[src/rtl/rx_downsample_ber.sv]
// Receive-side decimator and slicer with symbol-latency search and BER counting.
// Fed by the raised-cosine filter output at OS samples per symbol.
module rx_downsample_ber #(
    parameter int OS      = 4,
    parameter int S_IN    = 10,
    parameter int MAX_LAT = 16,
    parameter int N_WIN   = 32,
    parameter int CNT_W   = 32
) (
    input  logic                       clock,
    input  logic                       i_reset,
    input  logic                       i_enable,
    input  logic                       i_valid,
    input  logic                       i_clear,
    input  logic [$clog2(OS)-1:0]      i_phase,
    input  logic signed [S_IN-1:0]     i_filterx,
    input  logic                       i_tx_bit,
    output logic                       o_rx_bit,
    output logic                       o_rx_valid,
    output logic                       o_locked,
    output logic [$clog2(MAX_LAT)-1:0] o_latency,
    output logic [CNT_W-1:0]           o_bit_count,
    output logic [CNT_W-1:0]           o_err_count
);

    localparam int PH_W   = $clog2(OS);
    localparam int LAT_W  = $clog2(MAX_LAT);
    localparam int WIN_W  = $clog2(N_WIN);
    localparam int FILL_W = $clog2(MAX_LAT);

    localparam logic [PH_W-1:0]   CNT_LAST  = PH_W'(OS - 1);
    localparam logic [LAT_W-1:0]  LAT_LAST  = LAT_W'(MAX_LAT - 1);
    localparam logic [WIN_W-1:0]  WIN_LAST  = WIN_W'(N_WIN - 1);
    localparam logic [FILL_W-1:0] FILL_LAST = FILL_W'(MAX_LAT - 1);

    typedef enum logic [1:0] {
        IDLE,
        FILL,
        SEARCH,
        LOCKED
    } state_t;

    state_t              state;
    logic [PH_W-1:0]     cnt;
    logic [PH_W-1:0]     phase_q;
    logic [MAX_LAT-1:0]  tx_ref;
    logic [FILL_W-1:0]   fill;
    logic [WIN_W-1:0]    win;
    logic                win_err;

    logic en_v;
    logic tx_stb;
    logic rx_stb;
    logic rx_bit;
    logic err;
    logic restart;

    // Sign slice: zero and positive samples both decide 1.
    assign en_v    = i_enable & i_valid;
    assign tx_stb  = en_v & (cnt == CNT_LAST);
    assign rx_stb  = en_v & (cnt == i_phase);
    assign rx_bit  = ~i_filterx[S_IN-1];
    assign err     = rx_bit ^ tx_ref[o_latency];
    assign restart = (state != IDLE) & (i_clear | (i_phase != phase_q));

    always_ff @(posedge clock or negedge i_reset) begin
        if (!i_reset) begin
            state       <= IDLE;
            cnt         <= '0;
            phase_q     <= '0;
            tx_ref      <= '0;
            fill        <= '0;
            win         <= '0;
            win_err     <= 1'b0;
            o_rx_bit    <= 1'b0;
            o_rx_valid  <= 1'b0;
            o_locked    <= 1'b0;
            o_latency   <= '0;
            o_bit_count <= '0;
            o_err_count <= '0;
        end else begin
            phase_q    <= i_phase;
            o_rx_valid <= rx_stb;
            if (rx_stb)
                o_rx_bit <= rx_bit;

            if (!en_v)
                cnt <= '0;
            else if (cnt == CNT_LAST)
                cnt <= '0;
            else
                cnt <= cnt + 1'b1;

            if (tx_stb)
                tx_ref <= {tx_ref[MAX_LAT-2:0], i_tx_bit};

            // A restart keeps tx_ref loaded, so FILL is not revisited.
            if (restart) begin
                state       <= SEARCH;
                o_locked    <= 1'b0;
                o_latency   <= '0;
                win         <= '0;
                win_err     <= 1'b0;
                o_bit_count <= '0;
                o_err_count <= '0;
            end else if (state != IDLE && !en_v) begin
                state    <= IDLE;
                o_locked <= 1'b0;
            end else begin
                case (state)
                    IDLE: begin
                        o_locked <= 1'b0;
                        if (en_v) begin
                            state <= FILL;
                            fill  <= '0;
                        end
                    end
                    FILL: begin
                        if (tx_stb) begin
                            if (fill == FILL_LAST) begin
                                state     <= SEARCH;
                                o_latency <= '0;
                                win       <= '0;
                                win_err   <= 1'b0;
                            end else begin
                                fill <= fill + 1'b1;
                            end
                        end
                    end
                    SEARCH: begin
                        if (rx_stb) begin
                            if (win == WIN_LAST) begin
                                win     <= '0;
                                win_err <= 1'b0;
                                if (!win_err && !err) begin
                                    state       <= LOCKED;
                                    o_locked    <= 1'b1;
                                    o_bit_count <= '0;
                                    o_err_count <= '0;
                                end else if (o_latency == LAT_LAST) begin
                                    o_latency <= '0;
                                end else begin
                                    o_latency <= o_latency + 1'b1;
                                end
                            end else begin
                                win     <= win + 1'b1;
                                win_err <= win_err | err;
                            end
                        end
                    end
                    LOCKED: begin
                        if (rx_stb && (o_bit_count != '1)) begin
                            o_bit_count <= o_bit_count + 1'b1;
                            o_err_count <= o_err_count + CNT_W'(err);
                        end
                    end
                    default: state <= IDLE;
                endcase
            end
        end
    end

endmodule

[config.mk]
export PLATFORM = sky130hd
export DESIGN_NAME = rx_downsample_ber
export DESIGN_NICKNAME = d
export VERILOG_FILES = /design/src/rtl/rx_downsample_ber.sv
export SDC_FILE = /design/constraint.sdc
export NUM_CORES = 1
export LEC_CHECK = 0
export CORE_MARGIN = 2
export CORE_UTILIZATION = 54
export CTS_CLUSTER_SIZE = 8
export DETAILED_ROUTE_END_ITERATION = 10
export PLACE_DENSITY = 0.78
export SLEW_MARGIN = 20
export SYNTH_ARGS = -nofsm -noshare
export SYNTH_HDL_FRONTEND = slang
export SYNTH_SLANG_ARGS = --single-unit
[constraint.sdc]
create_clock -name clock -period 4.3 [get_ports clock]
set_input_delay 0.645 -clock clock [delete_from_list [all_inputs] [get_ports clock]]
set_output_delay 0.645 -clock clock [all_outputs]
set_load 0.03 [all_outputs]
Word level (Yosys, flattened, before mapping)
Index checks and enable logic that the tools add are counted.

operators by class
  reductions and logical operators = 19
  mux-type cells = 57
  eq/ne operators = 27
  $lt $le $gt $ge = 1
  bitwise gates (word level) = 10
  $add $sub $neg = 6

operators by type and width
  cell                     count
  $mux W32                 9
  $pmux W32 S2             2
  $mux W4                  11
  $add A32 B1 Y32          1
  $add A32 B1 Y32 const B  1
  $ne A32 B32 Y1 const B   1
  $mux W5                  6
  $ne A4 B4 Y1 const B     6
  $ne A3 B3 Y1 const B     7
  $mux W2                  10
  $pmux W4 S2              2
  $reduce_and A7 Y1        2
  $mux W1                  12
  $reduce_and A6 Y1        2
  $pmux W5 S2              1
  $add A4 B1 Y4 const B    2
  $eq A4 B4 Y1 const B     2
  $ne A2 B2 Y1 const B     4
  $eq A2 B2 Y1 const B     3
  $pmux W2 S3              1
  $reduce_bool A3 Y1       2
  $add A5 B1 Y5 const B    1
  $eq A5 B5 Y1 const B     1
  $lt A4 B5 Y1 const B     1
  other kinds (18)         30

storage, ports and cells
  logic and storage cells = 133
  output and inout port bits = 71
  input bits = 18
  register bits = 103

Logic depth before layout (Yosys ltp)
Gate-level depths: netlist of the first run.

  depth in word-level cells = 11
  mapped depth = 12
  mapped depth without buffers = 11

Worst setup path before layout of the first run
OpenSTA, ideal clock, no wires.

  path type = register to register
  start point = register o_latency[0]
  end point = register o_err_count[31]
  clock period less this slack = 3.852 ns
  cell stages (with the launch flop) = 13
  buffers on the path = 1
  setup slack = 0.448 ns
  required time = 4.231 ns
  arrival time = 3.783 ns
  library setup time = 0.069 ns
  cells stage by stage = dfrtp_1 > buf_4 > mux4_2 > mux4_2 > xnor2_2 > ha_1 > nand2_1 > nor4_2 > nand4_1 > nor2_1 > nand4_1 > or3_1 > nand3_1

between the ends
  cells in the longest elaborated chain, start to end = 8
  elaborated cells between the ends (all ways) = 12
  those cells by class = add/sub (1); eq/ne (1); mux (6); bitwise (1); reduce/logical (3)

RTL lines
  element                          RTL line  text
  start: declaration               21        output logic [$clog2(MAX_LAT)-1:0] o_latency,
  start signal: assignment         143       o_latency <= o_latency + 1'b1;
  $bmux W1 S4 *                    63        assign err = rx_bit ^ tx_ref[o_latency];
  $mux W1 (not written as such) *  63
  $xor A1 B1 Y1 *                  63
  $add A32 B1 Y32                  154       o_err_count <= o_err_count + CNT_W'(err);
  $mux W32                         152       if (rx_stb && (o_bit_count != '1)) begin
  $pmux W32 S2                     110       case (state)
  $mux W32                         106       end else if (state != IDLE && !en_v) begin
  $mux W32                         98        if (restart) begin
  end signal: assignment           154
  end: declaration                 23        output logic [CNT_W-1:0] o_err_count

Every way passes the cells marked *; elsewhere a longest branch is shown, timed or not. The select of a mux whose other input is x is not followed.
A chain may end at the register's enable or synchronous reset.

Final worst setup path of the first run
Same ends and word-level chain as after synthesis.

==> flow_metrics.py, run 1 <==
metrics = {
    "die": {
        "dieHeight_microns": 104.9,
        "core-area_sq_um": 9819,
        "die_area_sq_um": 10990,
        "row_count": 36,
        "initial_core_util_pct": 55.94,
        "io_pins": 89,
        "die_x_microns": 104.9,
    },
    "critical_path": {
        "max_stage_delay_ns": 0.63,
        "cp_cell_sequence": "mux4_2 > mux4_2 > xnor2_2 > ha_1 > nand2_1 > nor4_2 > nand4_1 > nor2_1 > nand4_1 > or3_1 > nand3_1",
        "worst_r2r_endpoint": "o_err_count[31]$_DFFE_PN0P_",
        "reg2reg_depth": 11,
        "r2r-start": "o_latency[0]$_DFFE_PN0P_",
        "crit_required_ns": 4.60,
        "worst_ep_arrival_time_ns": 4.13,
        "end_kind": "register",
        "worstSetupPathType": "register to register",
        "rrSetupSlack_ns": 0.46,
        "critPathMaxFanout": 10,
        "start_kind": "register",
        "cp_slowest_cell": "dfrtp_1",
    },
    "timing": {
        "setup_viol": 0,
        "hold_viol": 0,
        "slew_headroom_pct": 34.87,
        "whs_ns": 0.3370,
        "rsz0062_at_grt": "no",
        "finalCritPeriodShare_pct": 89.21,
        "fin_crit_ns": 3.836,
        "tightest_slew_ns": 0.9769,
        "setup_tns_ns": 0,
        "fmax_mhz": 260.7,
        "skew_ns": 0.01078,
        "maxSlewViolCount": 0,
    },
    "logic_synthesis": {
        "ys_seq_elements": 103,
        "synthArstFlopShare_pct": 100.0,
        "postSynthAreaPerCell_sq_um": 9.201,
        "ys_types": 49,
        "synth_area_leaders": "dfrtp_1 (47%), o21ai_0 (6.7%), nand2_1 (4.6%)",
        "netlist.area_leader.share_pct": 46.92,
        "synth_warnings": 0,
        "synth_top_area_cell": "dfrtp_1",
        "synth_edf_count": 0,
        "synth_flop_cell": "dfrtp_1",
        "syn_inst": 597,
        "synth-seq-area-share_pct": 46.92,
        "syn-num-nets": 628,
        "syn_area_sq_um": 5493,
    },
    "cells_and_area": {
        "area_delta_synth_final_pct": 20.68,
        "n_fill_cell": 803,
        "final_common_cell": "dfrtp_1",
        "final_nets": 705,
        "final_cell_mix": "dfrtp_1 (103), clkdlybuf4s50_1 (78), o21ai_0 (74)",
        "drive_gt1_share_pct": 8.395,
        "antenna-diode-count": 0,
    },
    "place": {
        "dp_hpwl_mm": 9.464,
        "routabilityCongestion": 0.8388,
        "port_buffers": 79,
    },
    "grt": {
        "gr-total-overflow": 0,
        "grt_max_degree": 85,
        "antenna_found_initial": 0,
        "grt_pass1_wl_mm": 22.91,
        "track_usage_pct": 25.25,
        "grt_pass1_vias": 4747,
    },
    "detailed_routing": {
        "vias_per_cell": 6.171,
        "drc": 0,
        "wire_per_inst_microns": 16.96,
        "drt.antenna.violating_nets": 0,
        "routed_wl_mm": 13.77,
        "dr.first_iter.drc_count": 357,
        "firstDrtPassIters": 5,
        "vias": 5011,
    },
    "clock_tree": {
        "cts.htree.levels": 3,
        "cts_tree": "yes",
        "cts-resized-gates": 0,
        "clock_path_buffers": 2,
        "cts_setup_buffers": 0,
        "cts-hold-fix-buffers": 0,
        "numClockSinks": 103,
        "cts_root_buf": "clkbuf_8",
        "clock_latency_ns": 0.35,
        "path_clk_slew_ns": 0.10,
        "cts_made_buffers": 9,
    },
    "outcome": {
        "status": "completed",
    },
    "flow_run": {
        "cap_violations": 0,
    },
    "power": {
        "p_leak_nw": 2.784,
        "power.density_nw_per_um2": 299.3,
        "peakVddDrop_mv": 0.2410,
    },
    "worst_hold_path": {
        "hp-class": "input port to async pin",
    },
}
==> stage by stage <==
stage | std cells | utilization, % | setup slack (ns) | instance area (sq um) | total power, mW
after floorplan | 597 | - | 0.4480 | 5493 | 1.271
after CTS | 812 | 67.47 | 0.4606 | 6625 | 1.991
after global placement | 796 | 65.46 | 0.6102 | 6427 | 1.367
after detailed placement | 796 | 65.46 | 0.4845 | 6427 | 1.380
after global routing | 812 | 67.51 | 0.1305 | 6629 | 2.076
final | 812 | 67.51 | 0.4640 | 6629 | 1.984
==> metal layers <==
layer | vias up | wire length (microns) | track usage, %
met4 | 0 | 262 | 9.619
met3 | 17 | 628 | 3.182
met5 | - | 0 | 0
met1 | 2473 | 5766 | 33.10
met2 | 157 | 7116 | 42.86
li1 | 2364 | - | -
==> cell families (layout without fill, tap and decap cells) <==
family | count (synthesis) | count (layout) | synth area share (%)
flip-flops | 103 | 103 | 46.92
AND/OR/NAND/NOR | 227 | 227 | 19.82
XOR/XNOR | 6 | 6 | 1.093
multiplexers | 24 | 24 | 5.900
buffers and inverters | 39 | 121 | 3.280
AO/OA/AOI/OAI | 185 | 185 | 20.02
adder cells (fa/ha/maj) | 13 | 13 | 2.961
==> cell usage after synthesis, drive strengths merged (3+ instances only) <==
cell type  count
dfrtp        103
or3           10
a21o           4
nor4           7
xor2           4
ha            13
mux4           5
o41ai          5
o21ai         82
buf           13
nand4         13
nand3         37
a21oi         31
nor3          13
nand2         67
and3          12
a31oi         27
nor2b          3
nor2          49
and2           7
o31ai         20
mux2          17
inv           12
clkbuf        14
a22o           4
==> critical path, delay by kind of cell, from the launching register on <==
family	cells	cell delay [ns]
simple gates	7	1.50
mux	2	1.10
flops	1	0.63
xor+xnor	1	0.29
fa+ha+maj	1	0.26
==> report_power, final <==
| group | switching, mW | internal, mW |
|---|---|---|
| Clock | 0.332 | 0.286 |
| Combinational | 0.255 | 0.110 |
| Sequential | 0.0165 | 0.984 |
==> cell type report <==
type	instances	area (sq um)	area share, %
clock inverters	5	56.30	0.8494
well taps	133	166.4	2.510
clock buffers	11	141.4	2.133
repair buffers	93	897.1	13.53
multi-input cells	455	2745	41.41
inverters	12	45.04	0.6795
flip-flops and latches	103	2577	38.88
==> state kept, by name, summed over array words and instances (netlist names) <==
| register | cells |
|---|---|
| o_latency | 4 |
| cnt | 2 |
| o_locked | 1 |
| fill | 4 |
| phase_q | 2 |
| o_rx_bit | 1 |
| state | 2 |
| win | 5 |
| o_bit_count | 32 |
| o_rx_valid | 1 |
| win_err | 1 |
| o_err_count | 32 |
| tx_ref | 16 |
==> how the worst max path moves through the flow <==
stage | from | endpoint | slack, ns | cells after the start
floorplan | o_latency[0]$_DFFE_PN0P_ | o_err_count[31]$_DFFE_PN0P_ | 0.45 | 12
global placement | o_latency[0]$_DFFE_PN0P_ | o_err_count[31]$_DFFE_PN0P_ | 0.61 | 11
detailed placement | o_latency[0]$_DFFE_PN0P_ | o_err_count[31]$_DFFE_PN0P_ | 0.48 | 11
CTS | o_latency[0]$_DFFE_PN0P_ | o_err_count[31]$_DFFE_PN0P_ | 0.46 | 11
global route | o_latency[0]$_DFFE_PN0P_ | o_err_count[23]$_DFFE_PN0P_ | 0.13 | 12
finish | o_latency[0]$_DFFE_PN0P_ | o_err_count[31]$_DFFE_PN0P_ | 0.46 | 11
Power figures use the tool's default switching activity.
==> inputs of run 2 (changes only) <==
==> constraint.sdc (replaced) <==
create_clock -name clock -period 4.3 [get_ports clock]
set_input_delay 0.645 -clock clock [delete_from_list [all_inputs] [get_ports clock]]
set_output_delay 0.645 -clock clock [all_outputs]
set_load 0.01 [all_outputs]
==> results of run 2 <==
The final DEF is identical to that of run 1. Status: completed.
Main changes from that run: total power 1.984 mW -> 1.979 mW
